==> src/rtl/rca_seq_multiplier.sv <==
// Unsigned shift-and-add multiplier sequenced over N cycles, sharing a single
// ripple-carry adder between all iterations.
//
// Handshake: a request is taken on any rising edge where start=1 and
// ready=1 (IDLE or DONE). While busy=1 the start input is ignored.
// done pulses for one cycle when product becomes valid. product then holds
// until the next accepted start.

// N-bit ripple-carry adder with carry-out and signed overflow flag.
module rca_adder #(
    parameter int N = 32
) (
    input  logic [N-1:0] i_a,
    input  logic [N-1:0] i_b,
    input  logic         i_cin,
    output logic [N-1:0] o_sum,
    output logic         o_cout,
    output logic         o_ovf
);
    logic [N:0] w_c;

    // Carry ripples from bit 0 upward through one full adder per bit
    always_comb begin
        w_c    = '0;
        o_sum  = '0;
        w_c[0] = i_cin;
        for (int i = 0; i < N; i++) begin
            o_sum[i]  = i_a[i] ^ i_b[i] ^ w_c[i];
            w_c[i+1]  = (i_a[i] & i_b[i]) | (w_c[i] & (i_a[i] ^ i_b[i]));
        end
    end

    assign o_cout = w_c[N];
    assign o_ovf  = w_c[N] ^ w_c[N-1];
endmodule

// Sequential multiplier: one add/shift step per clock while BUSY.
module rca_seq_multiplier #(
    parameter int N = 32
) (
    input  logic           clk,
    input  logic           rst,
    input  logic           start,
    input  logic [N-1:0]   a,
    input  logic [N-1:0]   b,
    output logic           ready,
    output logic           busy,
    output logic           done,
    output logic [2*N-1:0] product,
    output logic [1:0]     dbg_state
);
    localparam int CW = (N > 1) ? $clog2(N) : 1;
    localparam logic [CW-1:0] LAST = CW'(N - 1);

    typedef enum logic [1:0] {
        S_IDLE = 2'd0,
        S_BUSY = 2'd1,
        S_DONE = 2'd2
    } state_t;

    state_t          r_state;
    state_t          w_next_state;
    logic [N-1:0]    r_m;
    logic [2*N-1:0]  r_p;
    logic [CW-1:0]   r_count;

    logic            w_accept;
    logic            w_last;
    logic [N-1:0]    w_sum;
    logic            w_cy;
    logic            w_unused_ovf;

    // A start is only honoured when the unit can take it (IDLE or DONE)
    assign w_accept = start && (r_state != S_BUSY);
    assign w_last   = (r_count == LAST);

    // The only adder: upper half of the partial product plus the multiplicand
    rca_adder #(.N(N)) u_rca (
        .i_a    (r_p[2*N-1:N]),
        .i_b    (r_m),
        .i_cin  (1'b0),
        .o_sum  (w_sum),
        .o_cout (w_cy),
        .o_ovf  (w_unused_ovf)
    );

    // State register; reset abandons any multiplication in flight
    always_ff @(posedge clk) begin
        if (!rst) begin
            r_state <= S_IDLE;
        end else begin
            r_state <= w_next_state;
        end
    end

    // Next-state logic
    always_comb begin
        w_next_state = r_state;
        case (r_state)
            S_IDLE:  if (start) w_next_state = S_BUSY;
            S_BUSY:  if (w_last) w_next_state = S_DONE;
            S_DONE:  w_next_state = start ? S_BUSY : S_IDLE;
            default: w_next_state = S_IDLE;
        endcase
    end

    // Datapath: load operands on accept, then add-if-LSB and shift right
    always_ff @(posedge clk) begin
        if (!rst) begin
            r_m     <= '0;
            r_p     <= '0;
            r_count <= '0;
        end else if (w_accept) begin
            r_m     <= a;
            r_p     <= {{N{1'b0}}, b};
            r_count <= '0;
        end else if (r_state == S_BUSY) begin
            // Carry out of the adder becomes the new top bit after the shift
            if (r_p[0]) begin
                r_p <= {w_cy, w_sum, r_p[N-1:1]};
            end else begin
                r_p <= {1'b0, r_p[2*N-1:1]};
            end
            r_count <= r_count + 1'b1;
        end
    end

    assign product   = r_p;
    assign busy      = (r_state == S_BUSY);
    assign ready     = (r_state != S_BUSY);
    assign done      = (r_state == S_DONE);
    assign dbg_state = r_state;
endmodule

==> config.mk <==
export PLATFORM = sky130hd
export DESIGN_NAME = rca_seq_multiplier
export DESIGN_NICKNAME = d
export VERILOG_FILES = /design/src/rtl/rca_seq_multiplier.sv
export SDC_FILE = /design/constraint.sdc
export NUM_CORES = 1
export LEC_CHECK = 0
export ABC_AREA = 0
export CAP_MARGIN = 20
export CORE_MARGIN = 10
export CORE_UTILIZATION = 42
export DETAILED_ROUTE_END_ITERATION = 8
export MAX_ROUTING_LAYER = met4
export PLACE_DENSITY = 0.81
export SYNTH_ARGS = -nofsm -noshare
export SYNTH_HDL_FRONTEND = slang
export SYNTH_SLANG_ARGS = --single-unit
export TNS_END_PERCENT = 20
==> constraint.sdc <==
create_clock -name clk -period 22.6 [get_ports clk]
set_input_delay 3.39 -clock clk [delete_from_list [all_inputs] [get_ports clk]]
set_output_delay 3.39 -clock clk [all_outputs]
set_load 0.1 [all_outputs]
# Word-level counts from Yosys, hierarchy flattened
# Cells that the tools add are included.
dict set report word_totals {
  reg_bits 103
  in_bits 67
  output_inout_bits 69
  wordCells 182
}
dict set report op_classes {
  n_addsub 1
  eq_ne 6
  n_mux 7
  bitwise_logic 158
  n_reduce_logical 5
}
# operator n
set op_table {}
lappend op_table {{$mux 32} 2}
lappend op_table {{$mux 64} 1}
lappend op_table {{$and 1x1->1} 63}
lappend op_table {{$xor 1x1->1} 63}
lappend op_table {{$or 1x1->1} 31}
lappend op_table {{$pmux 2 s3} 1}
lappend op_table {{$add 5x1->5 const B} 1}
lappend op_table {{$eq 5x5->1 const B} 1}
lappend op_table {{$mux 2} 2}
lappend op_table {{$ne 2x1->1 const B} 2}
lappend op_table {{$eq 2x1->1 const B} 1}
lappend op_table {{$eq 2x2->1 const B} 1}
lappend op_table {{$logic_not 2->1} 1}
lappend op_table {{$ne 2x2->1 const B} 1}
lappend op_table {{$reduce_and 2->1} 1}
lappend op_table {{$reduce_bool 2->1} 1}
lappend op_table {{$reduce_or 2->1} 1}
lappend op_table {{$logic_and 1x1->1} 1}
lappend op_table {{$mux 1} 1}
lappend op_table {{$not 1->1} 1}

# Logic depth before layout (Yosys ltp)
# Gate-level depths: netlist of run 1.
dict set report logic_depth {
  word_depth 66
  depth_mapped 36
}

# By module
# A second synthesis of run 1 with hierarchy kept.
dict set report unflattened {
  hier_cells 509
  hier_area_um2 5388.9
}
# module n_inst cells_each area_each_um2
set by_module_without_submodules {}
lappend by_module_without_submodules {rca_seq_multiplier 1 466 4702.0}
lappend by_module_without_submodules {rca_adder 1 43 686.9}

# Worst setup path after synthesis of run 1
# No wires, ideal clock.
dict set report synth_path {
  path_type {flip-flop to flip-flop}
  startpoint {register r_p[32] (netlist: product[32])}
  endpoint {register r_p[62] (netlist: product[62])}
  setup_ns 0.080
  t_arrival_ns 13.050
  t_required_ns 22.520
  setup_slack_ns 9.470
  stages_incl_launch_ff 37
  synth_period_minus_slack_ns 13.130
  cell_sequence {dfxtp_1 > ha_1 > fa_1 > fa_1 > fa_1 > fa_1 > fa_1 > fa_1 > fa_1 > fa_1 > fa_1 > fa_1 > fa_1 > fa_1 > fa_1 > fa_1 > fa_1 > fa_1 > fa_1 > fa_1 > fa_1 > fa_1 > fa_1 > fa_1 > fa_1 > fa_1 > fa_1 > fa_1 > fa_1 > fa_1 > inv_1 > fa_1 > inv_1 > fa_1 > fa_1 > mux2i_1 > a211oi_2}
}
dict set report synth_via {
  elab_chain_cells 63
}
# element line_no
set synth_rtl {}
lappend synth_rtl {{start: declaration} 64} ;# logic [2*N-1:0] r_p;
lappend synth_rtl {{start signal: assignment} 115} ;# r_p <= {{N{1'b0}}, b};
lappend synth_rtl {{start signal: assignment} 120} ;# r_p <= {w_cy, w_sum, r_p[N-1:1]};
lappend synth_rtl {{start signal: assignment} 122} ;# r_p <= {1'b0, r_p[2*N-1:1]};
lappend synth_rtl {{$and 1x1->1 (2 in series)} 29} ;# w_c[i+1] = (i_a[i] & i_b[i]) | (w_c[i] & (i_a[i] ^ i_b[i]));
lappend synth_rtl {{$or 1x1->1} 29}
lappend synth_rtl {{$and 1x1->1} 29}
lappend synth_rtl {{$or 1x1->1} 29}
lappend synth_rtl {{$and 1x1->1} 29}
lappend synth_rtl {{$or 1x1->1} 29}
lappend synth_rtl {{$and 1x1->1} 29}
lappend synth_rtl {{$or 1x1->1} 29}
lappend synth_rtl {{[... 46 more ...]} n/a}
lappend synth_rtl {{$and 1x1->1} 29}
lappend synth_rtl {{$or 1x1->1} 29}
lappend synth_rtl {{$and 1x1->1} 29}
lappend synth_rtl {{$or 1x1->1} 29}
lappend synth_rtl {{$and 1x1->1} 29}
lappend synth_rtl {{$or 1x1->1} 29}
lappend synth_rtl {{$xor 1x1->1} 28} ;# o_sum[i] = i_a[i] ^ i_b[i] ^ w_c[i];
lappend synth_rtl {{$mux 64} 119} ;# if (r_p[0]) begin
# Every way passes these cells.
# A chain may end at the register's enable or synchronous reset.

# Worst setup path after layout of run 1
# Same ends and word-level chain as after synthesis.

==> results of run 1 <==
-- Yosys cell counts (2+ instances only) --
cell | n | area share
dfxtp_1 | 103 | 0.39
mux2i_1 | 63 | 0.12
nand2_1 | 40 | 0.028
nand3_1 | 34 | 0.032
nor2_1 | 32 | 0.023
o21ai_0 | 32 | 0.030
fa_1 | 31 | 0.12
o211a_1 | 31 | 0.058
a211oi_2 | 30 | 0.070
a21boi_1 | 27 | 0.038
clkbuf_1 | 14 | 0.0098
buf_2 | 13 | 0.012
buf_6 | 10 | 0.021
buf_4 | 7 | 0.0098
a21boi_0 | 5 | 0.0070
a21oi_1 | 5 | 0.0047
inv_1 | 5 | 0.0035
and3_1 | 3 | 0.0035
ha_1 | 3 | 0.0070
clkbuf_4 | 2 | 0.0028
-- how the worst min path moves through the flow --
stage | end | slack [ns] | cells after the start
4_1_cts | r_count[1] | 0.48 | 2
6_report | r_count[4] | 0.48 | 2
3_5_place_dp | r_count[4] | 0.47 | 2
3_3_place_gp | r_count[4] | 0.45 | 2
5_1_grt | r_count[4] | 0.50 | 2
2_1_floorplan | r_count[4] | 0.44 | 2
-- power breakdown --
part | total [mW] | switching [mW] | leakage [nW] | internal, mW
clock | 0.175 | 0.0690 | 0.165 | 0.106
combinational | 0.153 | 0.105 | 1.94 | 0.0478
sequential | 0.207 | 0.0133 | 0.846 | 0.194
total | 0.536 | 0.187 | 2.95 | 0.348
-- worst reg2reg max path, delay by kind of cell, from the launching register on --
family	cells	cell delay, ns
adder cells (fa/ha/maj)	32	12.33
flip-flops	1	0.35
AO/OA/AOI/OAI	1	0.24
buffers and inverters	2	0.12
multiplexers	1	0.08
-- layout make-up --
class / count / area (µm²)
inverter: 6 / 25.0
sequential: 103 / 2060
clock buffer: 12 / 267
timing repair buffer: 141 / 1410
multi-input combinational: 347 / 2950
tap: 172 / 215
clock inverter: 4 / 76.3
fill: 1102 / 5510
-- flip-flops by register name, indices dropped and copies added, names as in the netlist --
register / count
dbg_state: 2
r_count: 5
r_m: 32
product: 64
-- placed cells by master, fill, tap and decap left out, types with 9 or more instances in the layout --
master             n
clkdlybuf4s50_1  133
fa_1              31
o211a_1           31
a211oi_2          30
o21ai_0           32
nor2_1            32
nand2_1           40
nand3_1           34
a21boi_1          27
mux2i_1           63
clkbuf_16          9
dfxtp_1          102
-- layer usage --
metal,share of wire,track usage,wire length (µm),vias up
met3,0.078,0.0685,1030,11
met5,0,-,0,-
met4,0.011,0.0373,140,0
met2,0.46,0.245,6100,122
met1,0.45,0.183,5890,2003
li1,-,-,-,1989
-- logic make-up (layout without fill, tap and decap cells) --
group	count (synthesis)	after routing
fa+ha+maj	34	34
xor+xnor	2	2
flops	103	103
compound gates	134	134
buf+inv	52	163
simple gates	114	114
mux	63	63
==> metrics.md, run 1 <==
| Metric | Value |
|---|---|
| WL/cell | 16.8 µm |
| Setup crit end kind | register |
| Nets | 709 |
| Core Region | 0.0125 mm² |
| Placed insts | 768 |
| Worst path buffer plus inverter count | 2 |
| Final ANT Viol Nets | 0 |
| Largest net degree at the start of global routing | 103 |
| XOR/XNOR Fraction of Synth Area | 0.00328 |
| Initial Util | 0.426 |
| Initial antenna violation count | 0 |
| Max_slew headroom | 0.261 |
| Fin util | 0.560 |
| Mean post-synth cell area | 10.6 µm² |
| Hold Crit Class | register to register |
| Unique masters post-synth | 32 |
| Worst R2R End | product[62] |
| H-Tree Depth | 3 |
| Row count | 41 |
| Chip Height | 133 µm |
| Worst path depth | 36 |
| Register area share after synthesis | 0.386 |
| Adder-cell share of the synthesized area | 0.123 |
| Syn Nets | 603 |
| Crit path largest cell delay | 0.49 ns |
| # DRC | 0 |
| Gate Count Post-Synth | 502 |
| Slew @ Worst Pin | 1.11 ns |
| Worst Hold Launch | r_count[4] |
| Pleak | 2.95 nW |
| Fin. Hold Viols | 0 |
| Sink Count | 103 |
| Clock root cell | clkbuf_16 |
| Setup ws final | 9.38 ns |
| Total CTS buffers | 9 |
| Peak VDD IR | 67.6 µV |
| Status | complete, no violations |
| Peak Freq | 0.0757 GHz |
| Gr usage total | 0.157 |
| Vias per cell | 5.25 |
| Most common cell on crit path | fa_1 |
| Post-CTS setup buffers | 0 |
| IO Count | 136 |
| First-pass GRT wire length | 22300 µm |
| Reg2reg start | product[32] |
| Hold_buf cts | 0 |
| Die extent in x | 133 µm |
| Req. time, crit path | 22.87 ns |
| Drt total wl | 13200 µm |
| Largest family of logic cells by synthesized area | compound AO/OA/AOI/OAI gates |
| Setup-failing EPs final | 0 |
| DP Worst Slack | 9.46 ns |
| Cell family with most CP delay | adder cells |
| Final instance area | 0.00700 mm² |
| Synth Area in Simple Gates | 0.0936 |
| Pwr/cell area | 76.5 mW/mm² |
| # diodes | 0 |
| Post-DP Area | 0.00663 mm² |
| Setup TNS | 0 ns |
| Final Wtd Congestion | 0.764 |
| CTS max path bufs | 2 |
| Reg clk slew, reported paths | 0.07 ns |
| Worst reg-to-reg path cell count | 36 |
| Port bufs | 135 |
| Final Skew | 0.00839 ns |
| Min Tclk post-route | 13.22 ns |
| WS Path Type | register to register |
| GR Overflow Total | 0 |
| Clk_lat worst skew | 0.35 ns |
| Worst setup SP type | register |
| Vias in the first global route | 4429 |
| CTS tree | done |
| Power Total | 536 µW |
| Worst-path cell with the longest stage delay | fa_1 |
| Setup slack, reg-to-reg | 9.38 ns |
| Die footprint | 0.0176 mm² |
| Mux cell area share after synthesis | 0.118 |
| Initial DRC count | 158 |
| DR vias | 4125 |
| Most used DFF post-synth | dfxtp_1 |
| Worst setup startpoint | product[32] |
| Fin. max-slew vios | 0 |
| Compound-cell area share of the yosys netlist | 0.215 |
| Share of layout cells above drive strength 1 | 0.0946 |
| Synth warn | 0 |
| Post-synth EDFFs | 0 |
| Async SR Flop Fraction | 0 |
| HPWL after detailed placement | 9130 µm |
| Synthesized cell area | 0.00534 mm² |
| RSZ-0062 raised after global routing | false |
| Max-cap violation count | 0 |
| Non-filler cells, final | 785 |
| WHS | 0.476 ns |
| Resized Gates After CTS | 0 |
| Arrival time of the worst setup path | 13.48 ns |
| First drt pass iteration count | 4 |
| Worst-path fanout max | 4 |
| Flop and latch count out of synthesis | 103 |
| Crit share post-route | 0.585 |
| Syn-to-layout area delta | 31.3% |
| Worst setup path endpoint | product[62] |
Power figures use the tool's default switching activity.
==> inputs of run 2 (changes only) <==
--- a/config.mk
+++ b/config.mk
@@ -11,7 +11,7 @@
 export CORE_UTILIZATION = 42
 export DETAILED_ROUTE_END_ITERATION = 8
 export MAX_ROUTING_LAYER = met4
-export PLACE_DENSITY = 0.81
+export PLACE_DENSITY = 0.84
 export SYNTH_ARGS = -nofsm -noshare
 export SYNTH_HDL_FRONTEND = slang
 export SYNTH_SLANG_ARGS = --single-unit
==> constraint.sdc (replaced) <==
create_clock -name clk -period 11.6 [get_ports clk]
set_input_delay 1.74 -clock clk [delete_from_list [all_inputs] [get_ports clk]]
set_output_delay 1.74 -clock clk [all_outputs]
set_load 0.1 [all_outputs]
==> run 2 against run 1 <==
  * The flow now finishes with violations (setup timing)
  * Core utilization up 0.17 points
  * Critical path depth unchanged
  * Setup slack worse by 9.6 ns
  * Wire length about the same
  * Maximum frequency up 12%
  * Via count down 2.8%
  * Sequential share of layout area about the same
  * Design area up 0.30%
  * Count of clock-buffer cells in the layout unchanged
  * Critical endpoint unchanged
==> metrics.md, run 2 (synthesis gave the netlist of run 1 again) <==
| Metric | Value |
|---|---|
| WS Path Type | register to register |
| Met3 wire length | 1140 µm (+11%) |
| # DRC | 0 (unchanged) |
| Most frequent cells in the layout | 133 x clkdlybuf4s50_1, 99 x dfxtp_1, 63 x mux2i_1 |
| Met1 wire length | 5640 µm (-4.2%) |
| Syn-to-layout area delta | 31.7% |
| Power Total | 979 µW (+83%) |
| Met2 routed WL | 6250 µm (+2.4%) |
| DR top layer | met4 |
| Most common cell after layout, fill and taps aside | clkdlybuf4s50_1 |
| Die extent in x | 133 µm (unchanged) |
| Sink Count | 103 (unchanged) |
| Setup-failing EPs final | 1 (+1) |
| Die footprint | 0.0176 mm² (unchanged) |
| Gr usage total | 0.159 (+0.00191) |
| GR Overflow Total | 0 (unchanged) |
| Fin util | 0.561 (+0.00170) |
| Final ANT Viol Nets | 0 (unchanged) |
| First drt pass iteration count | 5 (+1) |
| Fin. Hold Viols | 0 (unchanged) |
| Setup ws final | -0.225 ns (-9.61 ns) |
| Initial Util | 0.426 (unchanged) |
| Fin. max-slew vios | 0 (unchanged) |
| Pwr/cell area | 139 mW/mm² (+82%) |
| Row count | 41 (unchanged) |
| Int Power | 618 µW (+77%) |
| Largest net degree at the start of global routing | 91 (-12%) |
| Chip Height | 133 µm (unchanged) |
| Peak VDD IR | 135 µV (+99%) |
| Final Wtd Congestion | 0.736 (-3.7%) |
| CTS max path bufs | 2 (unchanged) |
| Reg clk slew, reported paths | 0.07 ns (about the same) |
| Final instance area | 0.00703 mm² (+0.30%) |
| WHS | 0.466 ns (-0.0102 ns) |
| Core Region | 0.0125 mm² (unchanged) |
| H-Tree Depth | 3 (unchanged) |
| Cell family with most CP delay | adder cells |
| Vias per cell | 5.09 (-3.1%) |
| CTS tree | done |
| Drt total wl | 13200 µm (about the same) |
| Initial antenna violation count | 0 (unchanged) |
| Post-DP Area | 0.00673 mm² (+1.5%) |
| Combinational share of power | 0.303 (+0.018) |
| Switching share of power | 0.369 (+0.0192) |
| Final Skew | 0.00900 ns (+0.000608 ns) |
| Worst-path cell with the longest stage delay | fa_1 |
| Status | finished with violations |
| Placed insts | 770 (+0.26%) |
| Worst-path fanout max | 2 (-2) |
| Initial DRC count | 143 (-9.5%) |
| Arrival time of the worst setup path | 12.09 ns (-1.39 ns) |
| HPWL after detailed placement | 9440 µm (+3.3%) |
| Hold Crit Class | register to register |
| Crit path largest cell delay | 0.48 ns (about the same) |
| DR vias | 4009 (-2.8%) |
| IO Count | 136 (unchanged) |
| First-pass GRT wire length | 22600 µm (+1.3%) |
| Sequential fraction of design power | 0.416 (+0.029) |
| Vias in the first global route | 4415 (-0.32%) |
| Clk_lat worst skew | 0.35 ns (about the same) |
| Nets | 711 (+0.28%) |
| Worst setup SP type | register |
| Slew @ Worst Pin | 1.07 ns (-0.0359 ns) |
| # diodes | 0 (unchanged) |
| Pleak | 2.86 nW (-2.9%) |
| Max_slew headroom | 0.285 (+0.0240) |
| Total CTS buffers | 9 (unchanged) |
| Peak Freq | 0.0846 GHz (+12%) |
| Share of layout cells above drive strength 1 | 0.145 (+0.0501) |
| Hold_buf cts | 0 (unchanged) |
| Clock Power Share | 0.281 (-0.046) |
| Setup crit end kind | register |
| Failing checks | setup timing |
| Most common cell on crit path | fa_2 |
| Crit share post-route | 1.02 (+0.434) |
| Switching power | 361 µW (+93%) |
| Clock root cell | clkbuf_16 |
| Min Tclk post-route | 11.82 ns (-1.39 ns) |
| Port bufs | 135 (unchanged) |
| WL/cell | 16.7 µm (-0.26%) |
| Non-filler cells, final | 787 (+0.25%) |
| Worst path buffer plus inverter count | 2 (unchanged) |
| Max-cap violation count | 0 (unchanged) |
| Req. time, crit path | 11.86 ns (-11.01 ns) |
| Max reg flops | 64 (unchanged) |
| RSZ-0062 raised after global routing | true |
## run 2: cell count changes in the layout (fill, tap and decap cells not counted), moves of 3 or more
cell	previous run	this run
fa_1	31	3
fa_2	0	28
clkbuf_1	0	3
clkbuf_8	3	0
clkinv_2	0	3
dfxtp_1	102	99
## run 2: what timing repair did
action | 4_1_cts | 5_1_grt
resized for setup | 1 | 1
setup buffers | 0 | 0
setup endpoints to repair | 2 | 3
pin swaps | 0 | 3
## run 2: metal layers
layer	track usage	up-vias
met5	-	-
met4	0.0318	0
met3	0.0761	10
met2	0.253	111
met1	0.179	1898
li1	-	1990
## run 2: final timing paths
path | startpoint | slack [ns] | end | cells after the start
setup / recovery | product[32] | -0.22 | product[62] | 36
hold / removal | r_count[4] | 0.47 | r_count[4] | 2
setup reg to reg | product[32] | -0.22 | product[62] | 36
hold reg to reg | r_count[4] | 0.47 | r_count[4] | 2
## run 2: power groups by stage
stage                     clock network (mW)  registers [mW]  logic, mW
after detailed placement                   0           0.416      0.298
after CTS                              0.283           0.408      0.299
after global placement                     0           0.414      0.292
after global routing                   0.298           0.412      0.316
after floorplan                            0           0.530      0.107
final                                  0.275           0.407      0.296
## run 2: worst min-delay path: cells and delay by family, from the launching register on
family / cells / cell delay (ns)
flip-flops: 1 / 0.31
AND/OR/NAND/NOR: 1 / 0.05
AO/OA/AOI/OAI: 1 / 0.05
## run 2: area by class of cell
type | instances | area [µm²]
inverter | 6 | 25.0
fill | 1123 | 5490
clock buffer | 12 | 236
timing repair buffer | 143 | 1420
multi-input combinational | 347 | 3030
sequential | 103 | 2070
clock inverter | 4 | 23.8
tap | 172 | 215
## run 2: through the flow
step | worst slack [ns] | setup TNS, ns
floorplan | -0.0277 | -0.0277
global placement | -0.0913 | -0.0913
detailed placement | -0.189 | -0.189
CTS | -0.224 | -0.235
global route | -0.497 | -0.838
finish | -0.225 | -0.225
==> inputs of run 3 (changes only) <==
--- a/config.mk
+++ b/config.mk
@@ -11,7 +11,8 @@
 export CORE_UTILIZATION = 42
 export DETAILED_ROUTE_END_ITERATION = 8
 export MAX_ROUTING_LAYER = met4
-export PLACE_DENSITY = 0.84
+export PLACE_DENSITY = 0.75
+export REMOVE_ABC_BUFFERS = 1
 export SYNTH_ARGS = -nofsm -noshare
 export SYNTH_HDL_FRONTEND = slang
 export SYNTH_SLANG_ARGS = --single-unit
==> run 3 against run 2 <==
  * Total power is 8.4% higher
  * Combinational power is 3% higher
  * The flow still finishes with violations (setup timing)
  * First-iteration DRC count is 27% higher
  * Register-to-register slack worse by 0.16 ns
  * Die area stayed put
  * Sequential cell count stayed put
  * Largest cell class unchanged
  * Hold slack better by 0.0018 ns
  * Setup slack worse by 0.16 ns
  * Via count is 0.80% higher
==> metrics.md, run 3 (synthesis gave the netlist of run 1 again) <==
| Metric | Value |
|---|---|
| Setup ws final | -0.381 ns (-0.156 ns) |
| Share of layout cells above drive strength 1 | 0.155 (+0.0106) |
| Req. time, crit path | 11.86 ns (about the same) |
| # DRC | 0 (unchanged) |
| Sequential fraction of design power | 0.378 (-0.038) |
| IO Count | 136 (unchanged) |
| Largest net degree at the start of global routing | 102 (+12%) |
| Most frequent cells in the layout | 133 x clkdlybuf4s50_1, 101 x dfxtp_1, 62 x mux2i_1 |
| Clock Power Share | 0.335 (+0.054) |
| Row count | 41 (unchanged) |
| RSZ-0062 raised after global routing | true |
| Setup slack, reg-to-reg | -0.38 ns (-0.16 ns) |
| Total CTS buffers | 9 (unchanged) |
| Final ANT Viol Nets | 0 (unchanged) |
| Initial DRC count | 182 (+27%) |
| Setup-failing EPs final | 3 (+2) |
| Arrival time of the worst setup path | 12.24 ns (+0.15 ns) |
| Hold Path Stages | 2 (unchanged) |
| DR vias | 4041 (+0.80%) |
| Chip Height | 133 µm (unchanged) |
| Reg2reg start | product[32] |
| Initial antenna violation count | 1 (+1) |
| Worst reg-to-reg path cell count | 36 (unchanged) |
| GR Overflow Total | 0 (unchanged) |
| Switching power | 364 µW (+0.95%) |
| Fin. max-slew vios | 0 (unchanged) |
| Non-filler cells, final | 791 (+0.51%) |
| Hold_buf cts | 0 (unchanged) |
| Worst Hold Launch | r_count[4] |
| Core Region | 0.0125 mm² (unchanged) |
| Die footprint | 0.0176 mm² (unchanged) |
| Max-cap violation count | 0 (unchanged) |
| Syn-to-layout area delta | 33.8% |
| Peak Freq | 0.0835 GHz (-1.3%) |
| Max reg flops | 64 (unchanged) |
| Final Skew | 0.00909 ns (+0.0000927 ns) |
| Die extent in x | 133 µm (unchanged) |
| Int Power | 697 µW (+13%) |
| Port bufs | 135 (unchanged) |
| Worst R2R End | product[62] |
| Sink Count | 103 (unchanged) |
| CTS tree | done |
| Hold endpoint | r_count[4] |
| HPWL after detailed placement | 9160 µm (-3.0%) |
| Failing checks | setup timing |
| Hold Crit Class | register to register |
| Most common cell on crit path | fa_2 |
| Crit path largest cell delay | 0.51 ns (+0.03 ns) |
| Switching share of power | 0.344 (-0.0254) |
| Pleak | 2.92 nW (+2.0%) |
| Slew @ Worst Pin | 1.03 ns (-0.0466 ns) |
| Status | finished with violations |
| Nets | 714 (+0.42%) |
| Reg clk slew, reported paths | 0.07 ns (about the same) |
| WHS | 0.468 ns (+0.00177 ns) |
| Most common cell after layout, fill and taps aside | clkdlybuf4s50_1 |
| Placed insts | 773 (+0.39%) |
| Worst-path cell with the longest stage delay | fa_1 |
| First-pass GRT wire length | 22100 µm (-2.0%) |
| Fin. Hold Viols | 0 (unchanged) |
| Gr usage total | 0.158 (-0.00115) |
| First drt pass iteration count | 4 (-1) |
| Combinational share of power | 0.286 (-0.017) |
| WL/cell | 17.2 µm (+2.7%) |
| Vias per cell | 5.11 (+0.29%) |
| Drt total wl | 13600 µm (+3.2%) |
| Setup crit end kind | register |
| Clock root cell | clkbuf_16 |
| WS Path Type | register to register |
| Worst-path fanout max | 2 (unchanged) |
| Final Wtd Congestion | 0.776 (+5.4%) |
| Pwr/cell area | 149 mW/mm² (+6.7%) |
| Initial Util | 0.426 (unchanged) |
| Vias in the first global route | 4340 (-1.7%) |
| CTS max path bufs | 2 (unchanged) |
| Worst setup SP type | register |
| Clk_lat worst skew | 0.35 ns (about the same) |
| Post-CTS setup buffers | 0 (unchanged) |
| DP Worst Slack | -1.70 ns (-1.51 ns) |
| Min Tclk post-route | 11.98 ns (+0.156 ns) |
| Peak VDD IR | 83.9 µV (-38%) |
| H-Tree Depth | 3 (unchanged) |
| Crit share post-route | 1.03 (+0.0135) |
| Setup TNS | -0.528 ns (-0.303 ns) |
| Max_slew headroom | 0.314 (+0.0290) |
## run 3: cell types whose count changed in the layout (fill, tap and decap cells not counted), sizes merged
cell and delta:
buf +3, clkbuf -1, diode +1, bufinv +3, clkinv -2
## run 3: metal layers
layer  global-route usage  part of all wire  vias to the layer above  routed length [µm]
li1                     -                 -                     2001                   -
met1                0.185              0.45                     1922                6060
met2                0.251              0.47                      104                6430
met3               0.0526             0.067                       14                 904
met4               0.0495             0.013                        0                 180
met5                    -                 0                        -                   0
## run 3: worst max-delay path by stage
stage | start | end | slack [ns] | cells past startpoint
finish | product[32] | product[62] | -0.38 | 36
global route | product[32] | product[62] | -0.60 | 36
CTS | product[32] | product[62] | -0.41 | 36
detailed placement | product[32] | product[62] | -1.70 | 36
global placement | product[32] | product[62] | -1.39 | 36
floorplan | product[32] | product[62] | -1.57 | 36
## run 3: stage by stage
| stage | utilization | instance area [µm²] | power, mW |
|---|---|---|---|
| after floorplan | - | 5040 | 0.620 |
| after global placement | 0.533 | 6670 | 0.705 |
| after detailed placement | 0.533 | 6670 | 0.712 |
| after CTS | 0.568 | 7110 | 1.07 |
| after global routing | 0.570 | 7140 | 1.11 |
| final | 0.570 | 7140 | 1.06 |
## run 3: area by class of cell
type                            instances  area [µm²]
Antenna cell                            1        2.50
Clock buffer                           11         253
Clock inverter                          5         104
Fill cell                            1124        5380
Inverter                                6        25.0
Multi-Input combinational cell        347        3030
Sequential cell                       103        2060
Tap cell                              172         215
Timing Repair Buffer                  146        1450
## run 3: power by group through the flow
stage	Combinational [mW]	Sequential (mW)	Clock, mW
finish	0.304	0.401	0.356
global route	0.324	0.405	0.379
CTS	0.305	0.402	0.367
detailed placement	0.303	0.409	0
global placement	0.298	0.407	0
floorplan	0.0870	0.533	0
## run 3: worst max-delay path: cells and delay by family, from the launching register on
kind / cells / cell delay (ns)
compound gates: 1 / 0.22
buf+inv: 2 / 0.11
mux: 1 / 0.08
flops: 1 / 0.32
fa+ha+maj: 32 / 11.15
## run 3: what timing repair did
action / in CTS / in global routing
cloned: 0 / 0
gates resized for setup: 32 / 1
setup endpoints to repair: 6 / 4
pin swaps: 4 / 1
